--- src/rtl/alu_arb_pkg.sv ---
// Shared types for the two-requester ALU arbiter.
// Slot state, ALU code/flag types and the round-robin pick.
package alu_arb_pkg;

  localparam int NUM_REQ = 2;

  typedef logic [3:0] alu_ctrl_t;
  typedef logic [3:0] alu_flags_t;

  typedef enum logic {
    EMPTY = 1'b0,
    FULL  = 1'b1
  } slot_state_e;

  // Winner index among two eligible requesters.
  // The side opposite last grant wins a contest.
  function automatic logic rr_winner(
    input logic [1:0] elig,
    input logic       last
  );
    if (elig == 2'b11) begin
      return ~last;
    end
    return elig[1];
  endfunction

endpackage

--- src/rtl/alu_arb_rsp_slot.sv ---
// One response slot: EMPTY/FULL FSM plus the
// captured ALU result and flags for one requester.
module alu_arb_rsp_slot
  import alu_arb_pkg::*;
#(
  parameter int WIDTH = 32
) (
  input  logic             clk,
  input  logic             reset,
  input  logic             grant,
  input  logic             rsp_ready,
  input  logic [WIDTH-1:0] result,
  input  alu_flags_t       flags,
  output logic             can_accept,
  output logic             rsp_valid,
  output logic [WIDTH-1:0] rsp_result,
  output alu_flags_t       rsp_flags
);

  typedef struct packed {
    logic [WIDTH-1:0] result;
    alu_flags_t       flags;
  } rsp_t;

  slot_state_e state;
  rsp_t        rsp_q;

  // Slot FSM; a grant while FULL is a drain-and-refill.
  always_ff @(posedge clk) begin
    if (reset) begin
      state <= EMPTY;
      rsp_q <= '0;
    end else begin
      case (state)
        EMPTY: begin
          if (grant) begin
            state <= FULL;
            rsp_q <= {result, flags};
          end
        end
        FULL: begin
          if (grant) begin
            rsp_q <= {result, flags};
          end else if (rsp_ready) begin
            state <= EMPTY;
          end
        end
        default: state <= EMPTY;
      endcase
    end
  end

  assign rsp_valid  = (state == FULL);
  assign can_accept = (state == EMPTY) | rsp_ready;
  assign rsp_result = rsp_q.result;
  assign rsp_flags  = rsp_q.flags;

endmodule

--- src/rtl/alu_arbiter.sv ---
// Round-robin share of one external combinational ALU
// between two requesters, with per-requester response slots.
module alu_arbiter #(
  parameter int WIDTH   = 32,
  parameter int NUM_REQ = 2
) (
  input  logic                          clk,
  input  logic                          reset,
  input  logic [NUM_REQ-1:0]            req_valid,
  output logic [NUM_REQ-1:0]            req_ready,
  input  logic [NUM_REQ-1:0][WIDTH-1:0] req_op1,
  input  logic [NUM_REQ-1:0][WIDTH-1:0] req_op2,
  input  logic [NUM_REQ-1:0][3:0]       req_ctrl,
  output logic [NUM_REQ-1:0]            rsp_valid,
  input  logic [NUM_REQ-1:0]            rsp_ready,
  output logic [NUM_REQ-1:0][WIDTH-1:0] rsp_result,
  output logic [NUM_REQ-1:0][3:0]       rsp_flags,
  output logic [WIDTH-1:0]              alu_op1,
  output logic [WIDTH-1:0]              alu_op2,
  output logic [3:0]                    alu_control,
  input  logic [WIDTH-1:0]              alu_result,
  input  logic [3:0]                    alu_flags
);

  import alu_arb_pkg::*;

  logic [NUM_REQ-1:0] can_acc;
  logic [NUM_REQ-1:0] elig;
  logic [NUM_REQ-1:0] gnt;
  logic               win;
  logic               last_grant;

  assign elig = req_valid & can_acc & {NUM_REQ{~reset}};
  assign win  = rr_winner(elig, last_grant);
  assign gnt  = (elig == '0) ? 2'b00 :
                (win ? 2'b10 : 2'b01);

  assign req_ready = gnt;

  // Steer the winner's operation onto the ALU port.
  always_comb begin
    alu_op1     = '0;
    alu_op2     = '0;
    alu_control = 4'h0;
    unique case (1'b1)
      gnt[0]: begin
        alu_op1     = req_op1[0];
        alu_op2     = req_op2[0];
        alu_control = req_ctrl[0];
      end
      gnt[1]: begin
        alu_op1     = req_op1[1];
        alu_op2     = req_op2[1];
        alu_control = req_ctrl[1];
      end
      default: ;
    endcase
  end

  // Round-robin pointer follows every grant.
  always_ff @(posedge clk) begin
    if (reset) begin
      last_grant <= 1'b1;
    end else if (gnt != '0) begin
      last_grant <= gnt[1];
    end
  end

  for (genvar i = 0; i < NUM_REQ; i++) begin : g_slot
    alu_arb_rsp_slot #(
      .WIDTH (WIDTH)
    ) u_slot (
      .clk        (clk),
      .reset      (reset),
      .grant      (gnt[i]),
      .rsp_ready  (rsp_ready[i]),
      .result     (alu_result),
      .flags      (alu_flags),
      .can_accept (can_acc[i]),
      .rsp_valid  (rsp_valid[i]),
      .rsp_result (rsp_result[i]),
      .rsp_flags  (rsp_flags[i])
    );
  end

endmodule

--- config.mk ---
export PLATFORM = sky130hd
export DESIGN_NAME = alu_arbiter
export DESIGN_NICKNAME = d
export VERILOG_FILES = /design/src/rtl/alu_arb_pkg.sv /design/src/rtl/alu_arb_rsp_slot.sv /design/src/rtl/alu_arbiter.sv
export SDC_FILE = /design/constraint.sdc
export NUM_CORES = 1
export LEC_CHECK = 0
export ABC_CLOCK_PERIOD_IN_PS = 2100
export CORE_AREA = 8 8 120 122
export DETAILED_ROUTE_END_ITERATION = 8
export DIE_AREA = 0 0 128 130
export PLACE_DENSITY = 0.82
export SLEW_MARGIN = 40
export SYNTH_ARGS = -nofsm -noshare
export SYNTH_HDL_FRONTEND = slang
export SYNTH_SLANG_ARGS = --single-unit
--- constraint.sdc ---
create_clock -name clk -period 2.1 [get_ports clk]
set_input_delay 0.42 -clock clk [delete_from_list [all_inputs] [get_ports clk]]
set_output_delay 0.42 -clock clk [all_outputs]
set_load 0.005 [all_outputs]
==> results of run 1 <==
-- per-layer routing --
| metal | up-vias | track usage [%] |
|---|---|---|
| met5 | - | 0 |
| met3 | 54 | 6.81 |
| met4 | 0 | 12.5 |
| met2 | 258 | 44.8 |
| met1 | 2282 | 23.7 |
| li1 | 2134 | - |
-- repair_timing --
item,CTS,global route
buffers inserted,25,21
pin swaps,20,20
gates cloned,10,1
resized for setup,204,98
setup endpoints to repair,70,97
-- power groups by stage --
stage	Sequential [mW]	Clock, mW	Combinational [mW]
2_1_floorplan	1.63	0	0.445
3_3_place_gp	1.61	0	1.31
3_5_place_dp	1.62	0	1.34
4_1_cts	1.59	1.53	1.52
5_1_grt	1.61	1.57	1.58
6_report	1.59	1.50	1.50
-- cell usage in the layout, fill, tap and decap left out, types with 7 or more instances in the layout --
master / instances
dfxtp_1: 73
clkbuf_16: 10
mux2i_1: 36
buf_4: 29
buf_2: 41
clkdlybuf4s50_1: 246
mux2_1: 7
buf_8: 7
nand2_1: 72
nor2b_1: 36
a32o_1: 64
buf_12: 17
buf_6: 19
mux2_2: 29
clkbuf_2: 26
-- layout make-up --
| type | count | share of cell area, % |
|---|---|---|
| flip-flops and latches | 75 | 18.9 |
| clock inverters | 2 | 0.440 |
| repair buffers | 394 | 48.4 |
| multi-input cells | 260 | 26.1 |
| well taps | 172 | 2.71 |
| diodes | 3 | 0.0944 |
| clock buffers | 14 | 3.19 |
| inverters | 2 | 0.157 |
-- worst max-delay path by stage --
stage | startpoint | end | cells past startpoint | slack (ps)
after floorplan | reset | req_ready[1] | 7 | 120
after global placement | rsp_ready[1] | alu_op2[7] | 6 | -720
after detailed placement | rsp_ready[1] | alu_op2[0] | 6 | -740
after CTS | g_slot[0].u_slot.rsp_valid | alu_op1[20] | 7 | -540
after global routing | g_slot[0].u_slot.rsp_valid | alu_op2[16] | 10 | -360
final | g_slot[0].u_slot.rsp_valid | alu_op2[6] | 10 | -290
-- state kept, by name, summed over array words and instances (netlist names) --
register,flops
last_grant,1
g_slot.u_slot.rsp_result,64
g_slot.u_slot.rsp_valid,2
g_slot.u_slot.rsp_flags,8
-- logic make-up after synthesis --
logic type / after synthesis / share of synthesized area [%]
buffers and inverters: 48 / 7.10
DFF: 75 / 39.3
muxes: 72 / 20.0
AOI/OAI and AO/OA: 75 / 19.2
and+or+nand+nor: 113 / 14.3
-- critical path, stage by stage, from the launching register on --
cell	delay, ps
dfxtp_2	320
nor2b_4	130
buf_6	110
a311oi_4	210
buf_4	180
buf_6	110
buf_12	110
buf_16	120
buf_6	110
a32o_1	130
buf_2	120
-- metrics by stage --
step                setup TNS [ps]  hold WS, ps  power (mW)
floorplan                        0          451        2.07
global route                -19430          476        4.76
CTS                         -27800          459        4.64
global placement            -57310          442        2.92
finish                      -14770          457        4.59
detailed placement          -61060          452        2.96
==> results.py, run 1 <==
metrics = {
    "status": {
        "status": "finished, violations left",
        "violations": "setup timing",
    },
    "worst_hold_path": {
        "hold_path_end": "g_slot[1].u_slot.rsp_flags[3]",
        "min_from": "g_slot[1].u_slot.rsp_flags[3]",
        "min_path_type": "reg2reg",
        "whs_path_depth": 2,
    },
    "synthesis": {
        "mappedNetlistNets": 561,
        "synthMostInstantiatedCell": "dfxtp_1",
        "yosysWarnings": 0,
        "ys_async_sr_fraction_pct": 0,
        "synth_edf_count": 0,
        "ys_seq_area_share_pct": 39.3,
        "netlist_top_cells_count": "75 x dfxtp_1, 72 x nand2_1, 68 x a32o_1",
        "yosys-top-cells-area": "dfxtp_1 39%, a32o_1 18%, mux2i_1 9.4%, mux2_2 8.5%, nand2_1 7.1%",
        "synth_top_area_cell": "dfxtp_1",
        "synth.distinct_cells": 22,
        "syn_area_um2": 3820,
        "synth_cells": 383,
        "avgSynthCellArea_um2": 9.98,
        "yosysTopAreaCellShare_pct": 39.3,
        "synth_ff_type": "dfxtp_1",
        "synth-seq-cells": 75,
    },
    "sta": {
        "worst_slew_pin_slew_ps": 450,
        "period_share_pct": 114,
        "finalCriticalPeriod_ps": 2390,
        "finalSetupViolations": 69,
        "clock_skew_ps": 5.70,
        "rsz0062_at_grt": "yes",
        "finalHoldViolations": 0,
        "maxSlewViolCount": 0,
        "slew_headroom_pct": 70.0,
        "setup_ws_ps": -291,
        "fmax_ghz": 0.418,
    },
    "die": {
        "die_x_um": 128,
        "dieArea_um2": 16600,
        "core_um2": 12400,
        "initial_core_util_pct": 30.8,
        "num_rows": 41,
        "ios": 322,
        "die_y_um": 130,
    },
    "clock_tree": {
        "clock_latency_ps": 330,
        "cts_made_buffers": 9,
        "tritoncts": "done",
        "holdBufCountCts": 0,
        "htree_levels": 3,
        "cts_sinks": 75,
        "cts_buffer_depth": 2,
        "cts_root_buffer": "clkbuf_16",
        "clkTransAtPathRegs_ps": 60,
    },
    "global_route": {
        "grt_use_total_pct": 23.9,
        "grt_max_degree": 38,
        "grt_overflow": 0,
        "grt_pass1_wl_um": 30200,
        "grt_pass1_vias": 5052,
        "antenna_found_initial": 3,
    },
    "placed_design": {
        "dp_hpwl_um": 15300,
        "place_inst": 855,
        "place_area_um2": 7240,
        "gp_congestion": 0.929,
        "port-buffer-count": 321,
        "pre_cts_slack_ps": -737,
    },
    "power": {
        "intPower_mw": 3.44,
        "combPwrFrac_pct": 32.6,
        "leakage_nw": 3.33,
        "power.switching_mw": 1.15,
        "switching_share_pct": 25.1,
        "powerDensity_nw_per_um2": 577,
        "p_seq_share_pct": 34.7,
        "pwr-share-clk_pct": 32.7,
        "peakVddDrop_mv": 0.503,
    },
    "critical_path": {
        "rr_worst_depth": 10,
        "cp_max_fo": 8,
        "cp.required_ps": 1680,
        "crit_type": "reg2out",
        "r2r_end": "g_slot[0].u_slot.rsp_result[25]",
        "crit-reg2reg-launch": "g_slot[0].u_slot.rsp_valid",
        "start_kind": "register",
        "end_kind": "primary output",
        "reg2reg_setup_slack_ps": 60,
        "critPathArrivalTime_ps": 1970,
    },
    "route": {
        "post-route-drc-count": 0,
        "via_per_inst": 5.13,
        "wirelength_um": 21300,
        "postRouteAntennaNets": 0,
        "wl_met1_um": 7630,
        "wl_met3_um": 1820,
        "vias": 4728,
        "wl_met2_um": 10900,
        "top_layer": "met4",
        "avgRoutedWirePerCell_um": 23.1,
        "first_iter_violations": 249,
        "dr.pass1.iters": 5,
    },
    "cells_and_area": {
        "nets": 920,
        "multi_input_area_um2": 2080,
        "layout-drive-gt1-share_pct": 26.6,
        "final_cells": 922,
        "syn_to_final_growth_pct": 108,
        "nFillCells": 994,
        "seq_area_um2": 1500,
        "final_core_util_pct": 64.1,
        "final_area_um2": 7950,
    },
    "flow_run": {
        "maxCapViolations": 0,
    },
}
(Power assumes the default switching activity.)
==> run 2: changes to the inputs <==
- SLEW_MARGIN: 40 -> 20
==> results of run 2 <==
Final layout, timing and power as in run 1 (identical DEF).
==> run 3: changes to the inputs <==
- CORE_AREA: 8 8 120 122 -> 4 4 123 125
- DIE_AREA: 0 0 128 130 -> 0 0 127 129
- PLACE_DENSITY: 0.82 -> 0.74
==> run 3 against run 2 <==
Effect of this change:
- the run still ends with setup timing left
- die area is 1.5% lower
- non-clock buffer count decreased by 9
- cell area shrank 0.66%
- count of clock-buffer cells in the layout down 4
- setup slack better by 55 ps
- largest power group unchanged
==> results.py, run 3 (synthesized netlist as in run 1, its figures left out) <==
metrics = {
    "die": {
        "ios": 322,
        "die_x_um": 127,
        "core_um2": 13900,
        "die_y_um": 129,
        "initial_core_util_pct": 27.5,
        "dieArea_um2": 16400,
        "num_rows": 43,
    },
    "critical_path": {
        "cpMostUsedCell": "buf_6",
        "critical_path.max_stage_delay_ps": 390,
        "crit_type": "in2out",
        "start_kind": "input port",
        "crit-reg2reg-launch": "last_grant",
        "cpMaxStageDelayCell": "o311a_4",
        "critPathArrivalTime_ps": 1920,
        "end_kind": "primary output",
        "crit_family": "buffers and inverters",
        "crit_buf_inv": 5,
        "cp_max_fo": 4,
        "cp.required_ps": 1680,
        "crit_chain": "dlygate4sd2_1, nand2b_4, o311a_4, buf_12, buf_16, buf_6, a32o_2, buf_6",
        "startpoint": "req_valid[0]",
    },
    "clock_tree": {
        "tritoncts": "done",
        "cts_buffer_depth": 2,
        "htree_levels": 3,
        "cts_root_buffer": "clkbuf_16",
        "clock_latency_ps": 330,
        "cts_made_buffers": 9,
        "holdBufCountCts": 0,
        "clkTransAtPathRegs_ps": 60,
        "cts_sinks": 75,
    },
    "cells_and_area": {
        "largest_register_ffs": 64,
        "layout-drive-gt1-share_pct": 26.4,
        "final_core_util_pct": 56.9,
        "nets": 911,
        "syn_to_final_growth_pct": 107,
        "final_common_cell": "clkdlybuf4s50_1",
        "final_cells": 920,
        "final_cell_mix": "246 x clkdlybuf4s50_1, 72 x nand2_1, 72 x dfxtp_1, 61 x a32o_1, 53 x buf_2",
    },
    "sta": {
        "clock_skew_ps": 3.81,
        "fmax_ghz": 0.428,
        "rsz0062_at_grt": "yes",
        "slew_headroom_pct": 70.8,
        "worst_slew_pin_slew_ps": 439,
        "finalSetupViolations": 69,
        "finalCriticalPeriod_ps": 2340,
        "setup_ws_ps": -236,
        "maxSlewViolCount": 0,
        "finalHoldViolations": 0,
        "period_share_pct": 111,
        "timing.hold.ws_ps": 456,
    },
    "status": {
        "violations": "setup timing",
        "status": "finished, violations left",
    },
    "worst_hold_path": {
        "min_path_type": "reg2reg",
        "min_from": "g_slot[1].u_slot.rsp_result[13]",
    },
    "route": {
        "avgRoutedWirePerCell_um": 21.5,
        "dr.pass1.iters": 4,
        "via_per_inst": 4.98,
        "wirelength_um": 19800,
        "postRouteAntennaNets": 0,
        "post-route-drc-count": 0,
        "first_iter_violations": 157,
        "vias": 4579,
    },
    "placed_design": {
        "place_inst": 859,
        "dp_hpwl_um": 14000,
        "gp_congestion": 0.984,
        "port-buffer-count": 321,
    },
    "global_route": {
        "antenna_found_initial": 2,
        "grt_use_total_pct": 22.7,
        "grt_max_degree": 50,
        "grt_overflow": 0,
        "grt_pass1_vias": 4790,
        "grt_pass1_wl_um": 28400,
    },
    "power": {
        "peakVddDrop_mv": 0.544,
        "powerDensity_nw_per_um2": 577,
        "leakage_nw": 3.32,
    },
    "flow_run": {
        "maxCapViolations": 0,
    },
}
-- run 3: cell type report --
type                       instances  area [µm²]
antenna                            2        5.00
inverter                           2        12.5
tap                              180         225
multi-input combinational        260        2080
clock buffer                      10         229
fill                            1194        5980
timing repair buffer             385        3780
clock inverter                     6        65.1
sequential                        75        1510
-- run 3: timing repair --
action                     4_1_cts  5_1_grt
setup endpoints to repair       95       71
pin swaps                       11       31
gates resized for setup        292       44
cloned                          11        5
setup buffers                   22       15
-- run 3: final timing paths --
| check | to | slack [ps] | cells past startpoint |
|---|---|---|---|
| max reg2reg | g_slot[0].u_slot.rsp_result[22] | 90 | 9 |
| min reg2reg | g_slot[1].u_slot.rsp_result[13] | 460 | 2 |
| max | alu_op2[2] | -240 | 8 |
| min | g_slot[1].u_slot.rsp_result[13] | 460 | 2 |
-- run 3: worst min-delay path, cell delays in order, from the launching register on --
cell	delay (ps)
dfxtp_1	300
nand2_1	50
mux2i_1	50
-- run 3: power breakdown --
group | internal, mW | switching, mW
clock | 0.921 | 0.576
combinational | 0.944 | 0.529
sequential | 1.54 | 0.0544
total | 3.40 | 1.16
-- run 3: routing by layer --
metal	global-route usage, %	vias to the layer above	wire length (µm)	part of all wire [%]
li1	-	2110	-	-
met2	41.4	229	10200	51
met4	8.39	0	648	3.3
met3	8.76	40	1920	9.7
met5	0	-	0	0
met1	23.8	2200	7070	36
-- run 3: stage by stage --
stage               setup slack [ps]  setup TNS, ps  instance area, µm²  total power, mW
floorplan                        123              0                3820             2.07
finish                          -236          -9010                7900             4.56
CTS                             -429         -12700                7840             4.59
global placement                -754         -61680                7240             2.93
detailed placement              -764         -65080                7240             2.96
global route                    -278         -11920                7900             4.77
